===== config.mk =====
export PLATFORM = sky130hd
export DESIGN_NAME = dcache_assoc
export DESIGN_NICKNAME = d
export VERILOG_FILES = /design/src/rtl/dcache_assoc.sv
export SDC_FILE = /design/constraint.sdc
export NUM_CORES = 1
export LEC_CHECK = 0
export CAP_MARGIN = 5
export CORE_AREA = 4 4 220 179
export CTS_BUF_LIST = sky130_fd_sc_hd__clkbuf_16
export DETAILED_ROUTE_END_ITERATION = 7
export DIE_AREA = 0 0 224 183
export SLEW_MARGIN = 20
export SYNTH_ARGS = -nofsm -noshare
export SYNTH_HDL_FRONTEND = slang
export SYNTH_SLANG_ARGS = --single-unit

===== constraint.sdc =====
create_clock -name clock -period 6.39 [get_ports clock]
set_input_delay 1.917 -clock clock [delete_from_list [all_inputs] [get_ports clock]]
set_output_delay 1.917 -clock clock [all_outputs]
set_load 0.03 [all_outputs]

===== src/rtl/dcache_assoc.sv =====
// N-way set-associative write-back, write-allocate data cache with true-LRU replacement.
// Optional hit/miss statistics counters are enabled by defining DCACHE_STATS_EN.
module dcache_assoc #(
  parameter int ADDR_W = 8,
  parameter int DATA_W = 8,
  parameter int WORDS  = 4,
  parameter int SETS   = 4,
  parameter int WAYS   = 2
) (
  input  logic                                    clock,
  input  logic                                    reset,
  input  logic                                    read,
  input  logic                                    write,
  input  logic [ADDR_W-1:0]                       address,
  input  logic [DATA_W-1:0]                       writedata,
  output logic [DATA_W-1:0]                       readdata,
  output logic                                    busywait,
  output logic                                    mem_read,
  output logic                                    mem_write,
  output logic [ADDR_W-$clog2(WORDS)-1:0]         mem_address,
  output logic [DATA_W*WORDS-1:0]                 mem_writedata,
  input  logic [DATA_W*WORDS-1:0]                 mem_readdata,
  input  logic                                    mem_busywait
`ifdef DCACHE_STATS_EN
  ,
  output logic [31:0]                             hit_count,
  output logic [31:0]                             miss_count
`endif
);

  localparam int OFF_W   = $clog2(WORDS);
  localparam int IDX_W   = $clog2(SETS);
  localparam int TAG_W   = ADDR_W - IDX_W - OFF_W;
  localparam int BLK_W   = DATA_W * WORDS;
  localparam int MADDR_W = ADDR_W - OFF_W;
  localparam int AGE_W   = (WAYS > 1) ? $clog2(WAYS) : 1;
  localparam int WAY_W   = AGE_W;

  typedef enum logic [1:0] {IDLE, WRITEBACK, FETCH, FILL} state_t;

  state_t state, next_state;

  logic [TAG_W-1:0] tag;
  logic [IDX_W-1:0] idx;
  logic [OFF_W-1:0] off;
  assign {tag, idx, off} = address;

  logic [BLK_W-1:0] data_mem  [WAYS][SETS];
  logic [TAG_W-1:0] tag_mem   [WAYS][SETS];
  logic             valid_mem [WAYS][SETS];
  logic             dirty_mem [WAYS][SETS];
  logic [AGE_W-1:0] age_mem   [WAYS][SETS];

  logic             req;
  logic             hit;
  logic [WAY_W-1:0] hit_way;
  logic [WAY_W-1:0] victim_s;
  logic [WAY_W-1:0] victim_r;
  logic [BLK_W-1:0] hit_blk;
  logic [BLK_W-1:0] fill_blk_r;

  assign req = read | write;

  // Tag lookup; descending scan leaves the lowest-numbered matching way
  always_comb begin
    hit     = 1'b0;
    hit_way = '0;
    for (int w = WAYS - 1; w >= 0; w--) begin
      if (valid_mem[w][idx] && (tag_mem[w][idx] == tag)) begin
        hit     = 1'b1;
        hit_way = WAY_W'(w);
      end else begin
        hit     = hit;
      end
    end
  end

  // Victim choice: oldest way, overridden by the lowest-numbered invalid way
  always_comb begin
    victim_s = '0;
    for (int w = WAYS - 1; w >= 0; w--) begin
      if (age_mem[w][idx] == AGE_W'(WAYS - 1)) begin
        victim_s = WAY_W'(w);
      end else begin
        victim_s = victim_s;
      end
    end
    for (int w = WAYS - 1; w >= 0; w--) begin
      if (!valid_mem[w][idx]) begin
        victim_s = WAY_W'(w);
      end else begin
        victim_s = victim_s;
      end
    end
  end

  // State register
  always_ff @(posedge clock or negedge reset) begin
    if (!reset) begin
      state <= IDLE;
    end else begin
      state <= next_state;
    end
  end

  // Next-state logic
  always_comb begin
    next_state = state;
    case (state)
      IDLE: begin
        if (req && !hit) begin
          if (valid_mem[victim_s][idx] && dirty_mem[victim_s][idx]) begin
            next_state = WRITEBACK;
          end else begin
            next_state = FETCH;
          end
        end else begin
          next_state = IDLE;
        end
      end
      WRITEBACK: next_state = mem_busywait ? WRITEBACK : FETCH;
      FETCH:     next_state = mem_busywait ? FETCH : FILL;
      FILL:      next_state = IDLE;
      default:   next_state = IDLE;
    endcase
  end

  // Output decode: CPU handshake and memory request lines
  always_comb begin
    hit_blk       = data_mem[hit_way][idx];
    busywait      = req & ~((state == IDLE) & hit);
    readdata      = '0;
    mem_read      = 1'b0;
    mem_write     = 1'b0;
    mem_address   = '0;
    mem_writedata = '0;
    if ((state == IDLE) && hit && read && !write) begin
      readdata = hit_blk[int'(off)*DATA_W +: DATA_W];
    end else begin
      readdata = '0;
    end
    case (state)
      WRITEBACK: begin
        mem_write     = 1'b1;
        mem_address   = MADDR_W'({tag_mem[victim_r][idx], idx});
        mem_writedata = data_mem[victim_r][idx];
      end
      FETCH: begin
        mem_read    = 1'b1;
        mem_address = MADDR_W'({tag, idx});
      end
      default: begin
        mem_read  = 1'b0;
        mem_write = 1'b0;
      end
    endcase
  end

  // Victim way is frozen when the miss leaves IDLE
  always_ff @(posedge clock or negedge reset) begin
    if (!reset) begin
      victim_r <= '0;
    end else if ((state == IDLE) && req && !hit) begin
      victim_r <= victim_s;
    end else begin
      victim_r <= victim_r;
    end
  end

  // Metadata: tags, valid, dirty and LRU ages
  always_ff @(posedge clock or negedge reset) begin
    if (!reset) begin
      for (int w = 0; w < WAYS; w++) begin
        for (int s = 0; s < SETS; s++) begin
          tag_mem[w][s]   <= '0;
          valid_mem[w][s] <= 1'b0;
          dirty_mem[w][s] <= 1'b0;
          age_mem[w][s]   <= AGE_W'(w);
        end
      end
    end else begin
      case (state)
        IDLE: begin
          if (req && hit) begin
            for (int w = 0; w < WAYS; w++) begin
              if (WAY_W'(w) == hit_way) begin
                age_mem[w][idx] <= '0;
              end else if (age_mem[w][idx] < age_mem[hit_way][idx]) begin
                age_mem[w][idx] <= age_mem[w][idx] + AGE_W'(1);
              end
            end
            if (write) begin
              dirty_mem[hit_way][idx] <= 1'b1;
            end
          end
        end
        FILL: begin
          tag_mem[victim_r][idx]   <= tag;
          valid_mem[victim_r][idx] <= 1'b1;
          dirty_mem[victim_r][idx] <= 1'b0;
        end
        default: ;
      endcase
    end
  end

  // Data blocks and fetch buffer survive reset by design
  always_ff @(posedge clock) begin
    if ((state == IDLE) && write && hit) begin
      data_mem[hit_way][idx][int'(off)*DATA_W +: DATA_W] <= writedata;
    end else if (state == FILL) begin
      data_mem[victim_r][idx] <= fill_blk_r;
    end
    if ((state == FETCH) && !mem_busywait) begin
      fill_blk_r <= mem_readdata;
    end
  end

`ifdef DCACHE_STATS_EN
  logic missed_r;

  // Saturating counters; an access that missed is not counted again as a hit
  always_ff @(posedge clock or negedge reset) begin
    if (!reset) begin
      hit_count  <= 32'd0;
      miss_count <= 32'd0;
      missed_r   <= 1'b0;
    end else if ((state == IDLE) && req && !hit) begin
      missed_r <= 1'b1;
      if (miss_count != 32'hFFFF_FFFF) begin
        miss_count <= miss_count + 32'd1;
      end
    end else if (req && !busywait) begin
      missed_r <= 1'b0;
      if (!missed_r && (hit_count != 32'hFFFF_FFFF)) begin
        hit_count <= hit_count + 32'd1;
      end
    end
  end
`endif

endmodule


[After elaboration in Yosys (flattened, before gate mapping)]
Memories as Yosys holds them, arrays and structs flattened.
Index checks and enable logic that the tools add are counted.
Storage, ports and cells
  flip-flop bits (word level): 91
  bits in writable memories: 256
  memories kept: 1
  bits in read-only memories: 0
  bits in latches: 0
Memories
  data_mem: words 2, bits a word 128, read ports 2, clocked after memory_dff 0, write ports 1, line 48  | logic [BLK_W-1:0] data_mem [WAYS][SETS];
Cells by class
  equality and inequality tests: 8
  add/subtract/negate cells: 3
  reductions and logical operators: 26
  div/mod/pow operators: 0
  multiplexer cells: 97
  bitwise operators: 15
  multiply operators: 0
  shift operators: 3
  order comparisons: 9
Operators with widths (number)
  $mux 128: 4
  $mux 32: 7
  $bmux 32 s2: 2
  $demux 32 s2: 2
  $reduce_or 128->1: 1
  $mux 4: 22
  $mux 16: 4
  $neg 5->33: 1
  $shift 8x33->32 const A: 1
  $shiftx 8x33->32: 1
  $bwmux 32: 1
  $shiftx 32x6->8: 1
  $mux 1: 29
  $bmux 4 s2: 3
  $mux 8: 3
  $demux 16 s1: 1
  $logic_and 1x1->1: 16
  $or 8x8->8: 2
  $pmux 8 s2: 1
  $bmux 1 s2: 7
  $pmux 6 s2: 1
  $reduce_and 3->1: 3
  $and 4x4->4: 2
  $and 8x8->8: 1
  27 further kinds: 45

[Depth between registers and ports, before layout]
Gate-level depths: netlist of run 1.
  depth after elaboration: 19
  gate-level depth with buffers: 14

[Worst setup path before layout of run 1]
Ideal clock, no wire load.
  path kind: input -> output
  start point: input port address[2]
  end point: output port readdata[7]
  stages: 12
  arrival time: 4.887 ns
  slack: -0.414 ns
  cells stage by stage: buf_6 > buf_8 > mux4_2 > xor2_1 > nor3_4 > o211a_1 > buf_6 > buf_12 > buf_4 > nand2_1 > and3_1 > o41ai_1
Between the ends
  cells in the longest elaborated chain, start to end: 14
RTL lines
  start: declaration: line 14  | input logic [ADDR_W-1:0] address,
  $not 2->3 (not written as such) *: line 69, 130
  $bmux 4 s2: line 69  | if (valid_mem[w][idx] && (tag_mem[w][idx] == tag)) begin
  $mux 4 (not written as such) (2 in series): line 69
  $eq 4x4->1: line 69
  $logic_and 1x1->1: line 69
  $mux 1 (2 in series): line 69
  $mem_v2 2x128
  $bmux 32 s2: line 130  | hit_blk = data_mem[hit_way][idx];
  $mux 32 (not written as such) (2 in series): line 130
  $shiftx 32x6->8: line 138  | readdata = hit_blk[int'(off)*DATA_W +: DATA_W];
  $mux 8 *: line 137  | if ((state == IDLE) && hit && read && !write) begin
  end: declaration: line 16  | output logic [DATA_W-1:0] readdata,
Every way passes the cells marked *; elsewhere a longest branch is shown, timed or not. The select of a mux whose other input is x is not followed.

[Worst setup path in the final report of run 1]
  start point: input port address[2]
  end point: output port readdata[5]
The elaborated chain is that of the path after synthesis.

==> results.sh, run 1 <==
export IMPL_status="finished with violations"
export IMPL_violations="setup timing"
export IMPL_grt_pass1_vias=11200
export IMPL_seq_area_frac_synth_pct=61.1
export IMPL_top_usage_layer="met2"
export IMPL_synth_cell_types=65
export IMPL_worstReg2RegStart="tag_mem[3]"
export IMPL_ctsHoldBuffers=0
export IMPL_crit_start="address[2]"
export IMPL_worst_pin_slew_ns=0.998
export IMPL_fin_area_um2=21200
export IMPL_avgSynthCellArea_um2=14.9
export IMPL_place_area_um2=19300
export IMPL_ios=102
export IMPL_met1_usage_pct=33.2
export IMPL_firstDrtPassIters=5
export IMPL_area_growth_pct=27.6
export IMPL_clk_path_buf_depth=3
export IMPL_fp_dieW_um=224
export IMPL_wl_per_cell_um=25.9
export IMPL_tritoncts="yes"
export IMPL_clk_latency_ns=0.53
export IMPL_vias_per_cell=6.05
export IMPL_worstPathCellList="buf_12 > mux4_2 > xnor2_2 > nand3_2 > o211ai_1 > buf_4 > buf_12 > buf_8 > buf_12 > buf_8 > mux2i_1 > o221ai_4 > buf_12"
export IMPL_ys_ff_latch=347
export IMPL_synthCells=1112
export IMPL_fin_skew_ns=0.0131
export IMPL_cp_top_family="multiplexers"
export IMPL_antenna_found_initial=0
export IMPL_drive_gt1_share_pct=34.4
export IMPL_antenna_cells=0
export IMPL_netlist_area_um2=16600
export IMPL_critPathSlowestCell="mux4_2"
export IMPL_p_leak_nw=7.54
export IMPL_grt_pass1_wl_um=71000
export IMPL_initial_utilization_pct=44.8
export IMPL_clock_sinks=347
export IMPL_port_buffer_count=101
export IMPL_rsz0062_at_grt="true"
export IMPL_synth_ff_type="edfxtp_1"
export IMPL_setup_tns_ns=-0.948
export IMPL_grt_max_degree=104
export IMPL_fin_crit_sh_pct=102
export IMPL_setup_slack_ns=-0.156
export IMPL_critPathCaptureType="output port"
export IMPL_htree_levels=2
export IMPL_initialDrtViolationCount=1160
export IMPL_whs_ns=0.463
export IMPL_start_kind="input pin"
export IMPL_clk_pin_slew_worst_paths_ns=0.06
export IMPL_crit_buf_inv=7
export IMPL_grt_ovfl_total=0
export IMPL_fillers=2858
export IMPL_fp_dieH_um=183
export IMPL_crit_top_cell="buf_12"
export IMPL_synth_enable_flop_cells=288
export IMPL_root_buffer="clkbuf_16"
export IMPL_critPathMaxStageDelay_ns=0.55
export IMPL_core_um2=37000
export IMPL_dpl_worst_slack_ns=-0.652
export IMPL_total_power_mw=6.89
export IMPL_hold_viol_final=0
export IMPL_dp_hpwl_um=32800
export IMPL_rows=63
export IMPL_min_period_ns=6.55
export IMPL_met3_usage_pct=5.23
export IMPL_wirelength_um=47600
export IMPL_worstPathRequired_ns=4.47
export IMPL_peakVddDrop_uv=246
export IMPL_stdcell_count=1837
export IMPL_setup_viol=8
export IMPL_ys_warn_count=0
export IMPL_cp_max_fo=9
export IMPL_max_cap_violations=0
export IMPL_grt_util_all_layers_pct=22.9
export IMPL_dp_cells=1754
export IMPL_crit_arrival_ns=4.63
export IMPL_path_class="in -> out"
export IMPL_design_die_area_um2=41000
export IMPL_async_flop_share_pct=17.0
export IMPL_antenna_left=0
export IMPL_hold_start="valid_mem[3]"
export IMPL_hold_path_class="reg -> reg"
export IMPL_cts_buffers=37
export IMPL_maxSlewViolCount=0
export IMPL_utilization_pct=57.2
export IMPL_drc=0
export IMPL_synth_fp_nets=1176
export IMPL_place_gp_congestion=0.886
export IMPL_powerDensity_nw_per_um2=326
export IMPL_finalNetCount=1386
export IMPL_slew_headroom_pct=33.3
export IMPL_vias=11100
export IMPL_grt_use_met2_pct=36.0
export IMPL_fmax_ghz=0.153
-- cell families (layout without fill, tap and decap cells) --
| logic type | after synthesis | count (layout) | synth area share [%] |
|---|---|---|---|
| compound gates | 224 | 224 | 9.72 |
| xor+xnor | 8 | 8 | 0.423 |
| fa+ha+maj | 11 | 11 | 0.830 |
| buf+inv | 91 | 329 | 2.56 |
| flops | 347 | 347 | 61.1 |
| mux | 168 | 168 | 18.3 |
| simple gates | 263 | 263 | 7.03 |
-- layout by cell type, fill, tap and decap left out, drive strengths merged, types with 33 or more instances in the layout --
cell type	count
clkdlybuf4s50	65
nor2	46
edfxtp	288
a21oi	37
dfrtp	55
mux2	47
a22o	35
mux4	104
clkbuf	39
buf	186
a21boi	33
nand2	130
-- synth_stat cells (all sizes together), types with 6 or more instances --
cell,instances,share of area [%]
o221ai,10,0.53
ha,11,0.83
a21boi,33,1.5
nor3,32,1.0
nor2,46,1.0
o22a,8,0.42
nor2b,10,0.38
o22ai,8,0.30
edfxtp,288,52
clkbuf,43,0.97
a21o,6,0.27
dfrtp,55,8.3
mux2,47,3.2
a22oi,7,0.32
mux2i,17,1.0
mux4,104,14
buf,39,1.4
o21ai,30,0.91
a31oi,12,0.45
nand3,15,0.45
or3,6,0.23
a22o,35,1.8
a21oi,37,1.2
nand2,130,2.9
inv,8,0.18
-- repair_timing --
item | CTS | global route
cloned | 2 | 2
gates resized for setup | 43 | 51
hold endpoints to repair | 0 | 0
pin swaps | 16 | 29
buffers inserted | 4 | 13
endpoints found under the setup margin | 8 | 8
-- area by class of cell --
class	instances	area, um2	area share (%)
Multi-Input combinational cell	674	6490	30.7
Inverter	9	33.8	0.160
Timing Repair Buffer	253	2670	12.6
Clock inverter	30	294	1.39
Sequential cell	347	10100	47.9
Clock buffer	37	926	4.38
Tap cell	487	609	2.88
-- state kept, by name, indices dropped and copies added, names as in the netlist --
name and flops:
victim_r 1, fill_blk_r 32, tag_mem 32, data_mem 256
age_mem 8, state 2, dirty_mem 8, valid_mem 8
-- metal layers --
layer	vias up	share of wire [%]
met5	-	0
met4	0	1.5
met3	56	8.7
met2	527	47
met1	5689	43
li1	4847	-
-- where the power goes --
part	internal (mW)	switching, mW	leakage, nW
logic	0.861	0.925	3.50
registers	2.77	0.166	3.42
clock network	1.30	0.873	0.621
-- path summary, 6_finish.rpt --
kind	end	slack (ns)	depth (start not counted)
max	readdata[5]	-0.16	13
min	valid_mem[3]	0.46	1
min reg2reg	valid_mem[3]	0.46	1
max in group asynchronous	victim_r	4.25	2
max reg2reg	data_mem[1][88]	2.62	10
min in group asynchronous	tag_mem[18]	1.55	2
No activity file was read; power rests on OpenSTA's default activity.
==> inputs of run 2 (changes only) <==
ABC_AREA = 1   (was unset)
ABC_CLOCK_PERIOD_IN_PS = 6390   (was unset)
CORE_AREA = 2 2 220 178   (was 4 4 220 179)
DIE_AREA = 0 0 222 180   (was 0 0 224 183)
==> run 2 against run 1 <==
The run now ends clean. Non-clock buffer count increased by 39. Die area shrank 2.5%. Core utilization increased by 0.67 points.
==> results.sh, run 2 <==
export IMPL_drc=0
export IMPL_rsz0062_at_grt="true"
export IMPL_clock_sinks=347
export IMPL_synth_enable_flop_cells=288
export IMPL_synth_fp_nets=1872
export IMPL_clk_latency_ns=0.55
export IMPL_antenna_left=0
export IMPL_root_buffer="clkbuf_16"
export IMPL_multiInputGateArea_um2=6180
export IMPL_place_gp_congestion=0.919
export IMPL_path_class="in -> out"
export IMPL_netSwitchingFraction_pct=34.6
export IMPL_ys_warn_count=0
export IMPL_status="finished, final reports clean"
export IMPL_finalNetCount=2111
export IMPL_crit_arrival_ns=4.43
export IMPL_final_cell_mix="nand2_1, edfxtp_1, o21ai_0"
export IMPL_fp_dieW_um=222
export IMPL_drive_gt1_share_pct=19.9
export IMPL_wirelength_um=59900
export IMPL_hold_path_depth=2
export IMPL_layout_commonest_cell="nand2_1"
export IMPL_p_comb_share_pct=29.2
export IMPL_regMostFlops="data_mem"
export IMPL_initialDrtViolationCount=2131
export IMPL_grt_pass1_vias=14200
export IMPL_utilization_pct=57.9
export IMPL_hold_viol_final=0
export IMPL_grt_pass1_wl_um=86900
export IMPL_seq_area_frac_synth_pct=60.3
export IMPL_cp_max_fo=7
export IMPL_fin_crit_sh_pct=99.3
export IMPL_fillers=3222
export IMPL_synthCells=1808
export IMPL_worstPathRequired_ns=4.47
export IMPL_whs_ns=0.470
export IMPL_min_period_ns=6.35
export IMPL_worst_pin_slew_ns=1.09
export IMPL_initial_utilization_pct=44.3
export IMPL_slew_headroom_pct=26.4
export IMPL_clockPowerShare_pct=29.1
export IMPL_clk_path_buf_depth=3
export IMPL_fp_dieH_um=180
export IMPL_maxSlewViolCount=0
export IMPL_htree_levels=2
export IMPL_cts_buffers=37
export IMPL_hold_path_class="reg -> reg"
export IMPL_largest_reg_flops=256
export IMPL_port_buffer_count=101
export IMPL_fmax_ghz=0.158
export IMPL_critPathCaptureType="output port"
export IMPL_grt_util_all_layers_pct=29.0
export IMPL_grt_max_degree=66
export IMPL_clk_pin_slew_worst_paths_ns=0.06
export IMPL_start_kind="input pin"
export IMPL_max_cap_violations=0
export IMPL_antenna_found_initial=0
export IMPL_netlist_area_um2=16800
export IMPL_seqPwrFrac_pct=41.7
export IMPL_vias=14900
export IMPL_avgSynthCellArea_um2=9.29
export IMPL_synth_top_area_cell="edfxtp_1"
export IMPL_synth_cell_types=36
export IMPL_setup_viol=0
export IMPL_yosysMostFrequentCell="nand2_1"
export IMPL_p_leak_nw=8.75
export IMPL_r2r_setup_slack_ns=2.51
export IMPL_fin_skew_ns=0.0197
export IMPL_p_int_mw=4.53
export IMPL_vias_per_cell=5.80
export IMPL_wl_per_cell_um=23.3
export IMPL_yosys_top_cells_area="edfxtp_1, nand2_1, dfrtp_1"
export IMPL_yosys_top_cells_count="nand2_1, edfxtp_1, o21ai_0, nor2_1, inv_1"
export IMPL_design_die_area_um2=40000
export IMPL_ios=102
export IMPL_grt_ovfl_total=0
export IMPL_synth_ff_type="edfxtp_1"
export IMPL_async_flop_share_pct=17.0
export IMPL_peakVddDrop_uv=214
export IMPL_rr_worst_depth=7
export IMPL_ys_ff_latch=347
export IMPL_setup_tns_ns=0
export IMPL_regArea_um2=10100
export IMPL_top_regs="data_mem (256), fill_blk_r (32), tag_mem (32)"
export IMPL_area_growth_pct=30.5
export IMPL_synth_top_area_share_pct=51.5
export IMPL_tritoncts="yes"
export IMPL_powerDensity_nw_per_um2=316
export IMPL_firstDrtPassIters=7
export IMPL_switchingPower_mw=2.39
export IMPL_rows=64
export IMPL_core_um2=37900
export IMPL_dp_hpwl_um=38900
run 2: cell types whose count changed after synthesis, sizes merged, moves of 19 or more:
cell | previous run | this run
nor2 | 46 | 257
mux4 | 104 | 0
a41oi | 1 | 32
mux2 | 47 | 0
o211ai | 5 | 27
a21oi | 37 | 89
o21ai | 30 | 268
nor3 | 32 | 11
a22o | 35 | 1
inv | 8 | 155
nand2 | 130 | 386
o22ai | 8 | 27
a21boi | 33 | 1
nand3 | 15 | 74
run 2: final cells by class:
class | count | area share (%)
repair buffers | 292 | 14.9
clock inverters | 30 | 0.816
clock buffers | 37 | 4.22
well taps | 495 | 2.82
diodes | 1 | 0.0114
inverters | 157 | 2.81
flip-flops and latches | 347 | 46.2
multi-input cells | 1212 | 28.2
run 2: kinds of logic after synthesis:
family | share of synthesized area, %
compound gates | 15.2
fa+ha+maj | 0.819
buf+inv | 5.88
flops | 60.3
simple gates | 17.8
run 2: power groups by stage:
| stage | sequential, mW | combinational, mW | clock [mW] |
|---|---|---|---|
| detailed placement | 2.92 | 1.85 | 0 |
| floorplan | 2.84 | 1.08 | 0 |
| global placement | 2.92 | 1.82 | 0 |
| global route | 2.90 | 2.16 | 2.13 |
| finish | 2.89 | 2.02 | 2.02 |
| CTS | 2.88 | 1.88 | 2.03 |
run 2: per-layer routing:
metal / share of wire, % / vias up / global-route usage [%]
met2: 44 / 957 / 44.4
met1: 41 / 7050 / 41.4
li1: - / 6726 / -
met5: 0 / - / 0
met3: 12 / 187 / 5.31
met4: 4.1 / 0 / 10.2
run 2: metrics by stage:
step,cells,power [mW],cell area [um2],setup slack (ns)
floorplan,1808,3.92,16800,0.327
detailed placement,2467,4.76,19800,-0.643
global placement,2467,4.74,19800,-0.538
finish,2571,6.92,21900,0.0422
CTS,2550,6.78,21100,-0.0126
global route,2570,7.19,21900,-0.0844
run 2: timing repair:
| action | in CTS | in global routing |
|---|---|---|
| gates cloned | 3 | 7 |
| hold buffers | 0 | 0 |
| endpoints found under the hold margin | 0 | 0 |
| pin swaps | 8 | 66 |
| endpoints found under the setup margin | 8 | 8 |
| gates resized for setup | 50 | 167 |
| buffers inserted | 13 | 20 |
run 2: path summary, 6_finish.rpt:
kind | start | to
worst max-delay path | address[2] | readdata[1]
worst min-delay path | valid_mem[0] | valid_mem[0]
worst max register to register | state[0] | data_mem[0][58]
worst min register to register | valid_mem[0] | valid_mem[0]
max in group asynchronous | reset | victim_r
min in group asynchronous | reset | tag_mem[13]
run 2: critical path, stage by stage:
cell       delay, ns
buf_12          0.11
clkinv_8        0.06
clkbuf_16       0.15
buf_6           0.11
nand2_2         0.05
nand2_2         0.05
nand2_2         0.08
nand2_1         0.06
nand2_1         0.07
nand3_2         0.09
nor2_4          0.16
nand2_4         0.13
buf_6           0.16
nand2_8         0.10
buf_12          0.14
buf_4           0.13
o21ai_0         0.07
inv_1           0.11
nand3_2         0.13
nand3_1         0.12
nand2_1         0.10
nor2_4          0.18
buf_12          0.15
==> inputs of run 3 (changes only) <==
DONT_BUFFER_PORTS = 1   (was unset)
==> run 3 against run 2 <==
Sequential power about the same. Combinational power decreased by 20%. Die area is the same. Flip-flop and latch count did not move. Power down 4.9%. Design area fell by 12%. Wire length decreased by 7.5%. Critical path depth shrank 4. Cell count shrank 6.8%. Register-to-register slack worse by 0.16 ns. Core utilization fell by 6.9 points. Largest power group unchanged.
==> results.sh, run 3 (synthesis results as in run 2) <==
export IMPL_status="finished, final reports clean"
export IMPL_htree_levels=2
export IMPL_hold_path_class="reg -> reg"
export IMPL_place_gp_congestion=0.924
export IMPL_grt_pass1_vias=13200
export IMPL_layout_commonest_cell="nand2_1"
export IMPL_crit_buf_inv=3
export IMPL_grt_ovfl_total=0
export IMPL_worstPathRequired_ns=4.47
export IMPL_drc=0
export IMPL_worstPathCellList="inv_6 > nand2_1 > nand2_1 > nand2_1 > nand2_1 > nand2_1 > nand2_1 > nand3_2 > nor2_4 > nand2_8 > nand2_1 > buf_12 > o21ai_0 > nor2_1 > nand3_1 > nand3_1 > nand2_1 > nor2_2 > buf_4"
export IMPL_initialDrtViolationCount=2139
export IMPL_powerDensity_nw_per_um2=341
export IMPL_setup_tns_ns=0
export IMPL_tritoncts="yes"
export IMPL_crit_top_cell="nand2_1"
export IMPL_clk_latency_ns=0.57
export IMPL_design_die_area_um2=40000
export IMPL_critPathMaxStageDelay_ns=0.26
export IMPL_firstDrtPassIters=5
export IMPL_total_power_mw=6.58
export IMPL_clk_path_buf_depth=3
export IMPL_cp_max_fo=22
export IMPL_antenna_left=0
export IMPL_clk_pin_slew_worst_paths_ns=0.06
export IMPL_antenna_found_initial=0
export IMPL_setup_viol=0
export IMPL_slew_headroom_pct=24.5
export IMPL_root_buffer="clkbuf_16"
export IMPL_initial_utilization_pct=44.3
export IMPL_p_leak_nw=7.62
export IMPL_min_period_ns=6.25
export IMPL_vias_per_cell=5.89
export IMPL_grt_util_all_layers_pct=27.5
export IMPL_critPathCaptureType="output port"
export IMPL_fin_skew_ns=0.0296
export IMPL_fp_dieW_um=222
export IMPL_vias=14100
export IMPL_cts_buffers=37
export IMPL_wl_per_cell_um=23.1
export IMPL_hold_viol_final=0
export IMPL_maxSlewViolCount=0
export IMPL_utilization_pct=51.0
export IMPL_cp_top_family="simple AND/OR/NAND/NOR gates"
export IMPL_worst_pin_slew_ns=1.12
export IMPL_rows=64
export IMPL_dp_hpwl_um=37000
export IMPL_area_growth_pct=15.0
export IMPL_start_kind="input pin"
export IMPL_grt_pass1_wl_um=82300
export IMPL_port_buffer_count=0
export IMPL_top_regs="data_mem (256), fill_blk_r (32), tag_mem (32)"
export IMPL_antenna_cells=0
export IMPL_clock_sinks=347
export IMPL_fin_crit_sh_pct=97.8
export IMPL_fp_dieH_um=180
export IMPL_critPathSlowestCell="nor2_1"
export IMPL_peakVddDrop_uv=250
export IMPL_largest_reg_flops=256
export IMPL_drive_gt1_share_pct=10.7
export IMPL_stdcell_count=2396
export IMPL_wirelength_um=55400
export IMPL_crit_arrival_ns=4.33
export IMPL_final_cell_mix="nand2_1, edfxtp_1, o21ai_0"
export IMPL_finalNetCount=1938
export IMPL_regMostFlops="data_mem"
export IMPL_core_um2=37900
export IMPL_path_class="in -> out"
export IMPL_whs_ns=0.462
export IMPL_fmax_ghz=0.160
export IMPL_grt_max_degree=70
export IMPL_dp_cells=2326
export IMPL_max_cap_violations=0
export IMPL_ios=102
[run 3: cell types whose count changed in the layout (fill, tap and decap cells not counted), sizes merged, moves of 4 or more]
cell and delta:
clkinv -7, buf -111, dlygate4sd2 -4, clkbuf -6
inv +4, clkdlybuf4s50 -50
[run 3: per-stage QoR]
step	area, um2	setup WS (ns)
2_1_floorplan	16800	0.327
3_3_place_gp	18100	-0.0669
3_5_place_dp	18100	-0.108
4_1_cts	19200	0.0521
5_1_grt	19300	-0.0242
6_report	19300	0.139
[run 3: per-layer routing]
layer	part of all wire (%)	GRT usage, %
met1	42	39.0
met2	43	41.1
met3	11	6.21
met4	3.6	10.7
met5	0	0
[run 3: what timing repair did]
| item | 4_1_cts | 5_1_grt |
|---|---|---|
| buffers inserted | 0 | 5 |
| gates cloned | 0 | 0 |
| hold buffers | 0 | 0 |
| endpoints found under the setup margin | 3 | 8 |
| gates resized for setup | 2 | 17 |
| pin swaps | 0 | 6 |
[run 3: report_power, final]
| part | internal [mW] | total [mW] | switching [mW] |
|---|---|---|---|
| registers | 2.74 | 2.90 | 0.161 |
| logic | 0.425 | 1.61 | 1.18 |
| clock network | 1.17 | 2.07 | 0.907 |
| total | 4.33 | 6.58 | 2.25 |
[run 3: path summary, 6_finish.rpt]
kind	start	endpoint	slack, ns	depth (start not counted)
min in group asynchronous	reset	tag_mem[3]	1.06	0
worst min-delay path	valid_mem[0]	valid_mem[0]	0.46	2
worst max register to register	state[0]	data_mem[0][60]	2.35	6
max in group asynchronous	reset	age_mem[0]	5.14	0
worst min register to register	valid_mem[0]	valid_mem[0]	0.46	2
worst max-delay path	address[2]	readdata[3]	0.14	19
[run 3: final cells by class]
type	instances	area, um2
clock buffer	38	951
clock inverter	28	205
fill	3431	18600
inverter	157	598
multi-input combinational	1211	5730
sequential	347	10100
tap	495	619
timing repair buffer	120	1080
[run 3: tightest hold or removal path, cell delays in order (launching register included)]
cell and delay, ns:
dfrtp_1 0.33, inv_1 0.05, nand2_1 0.05
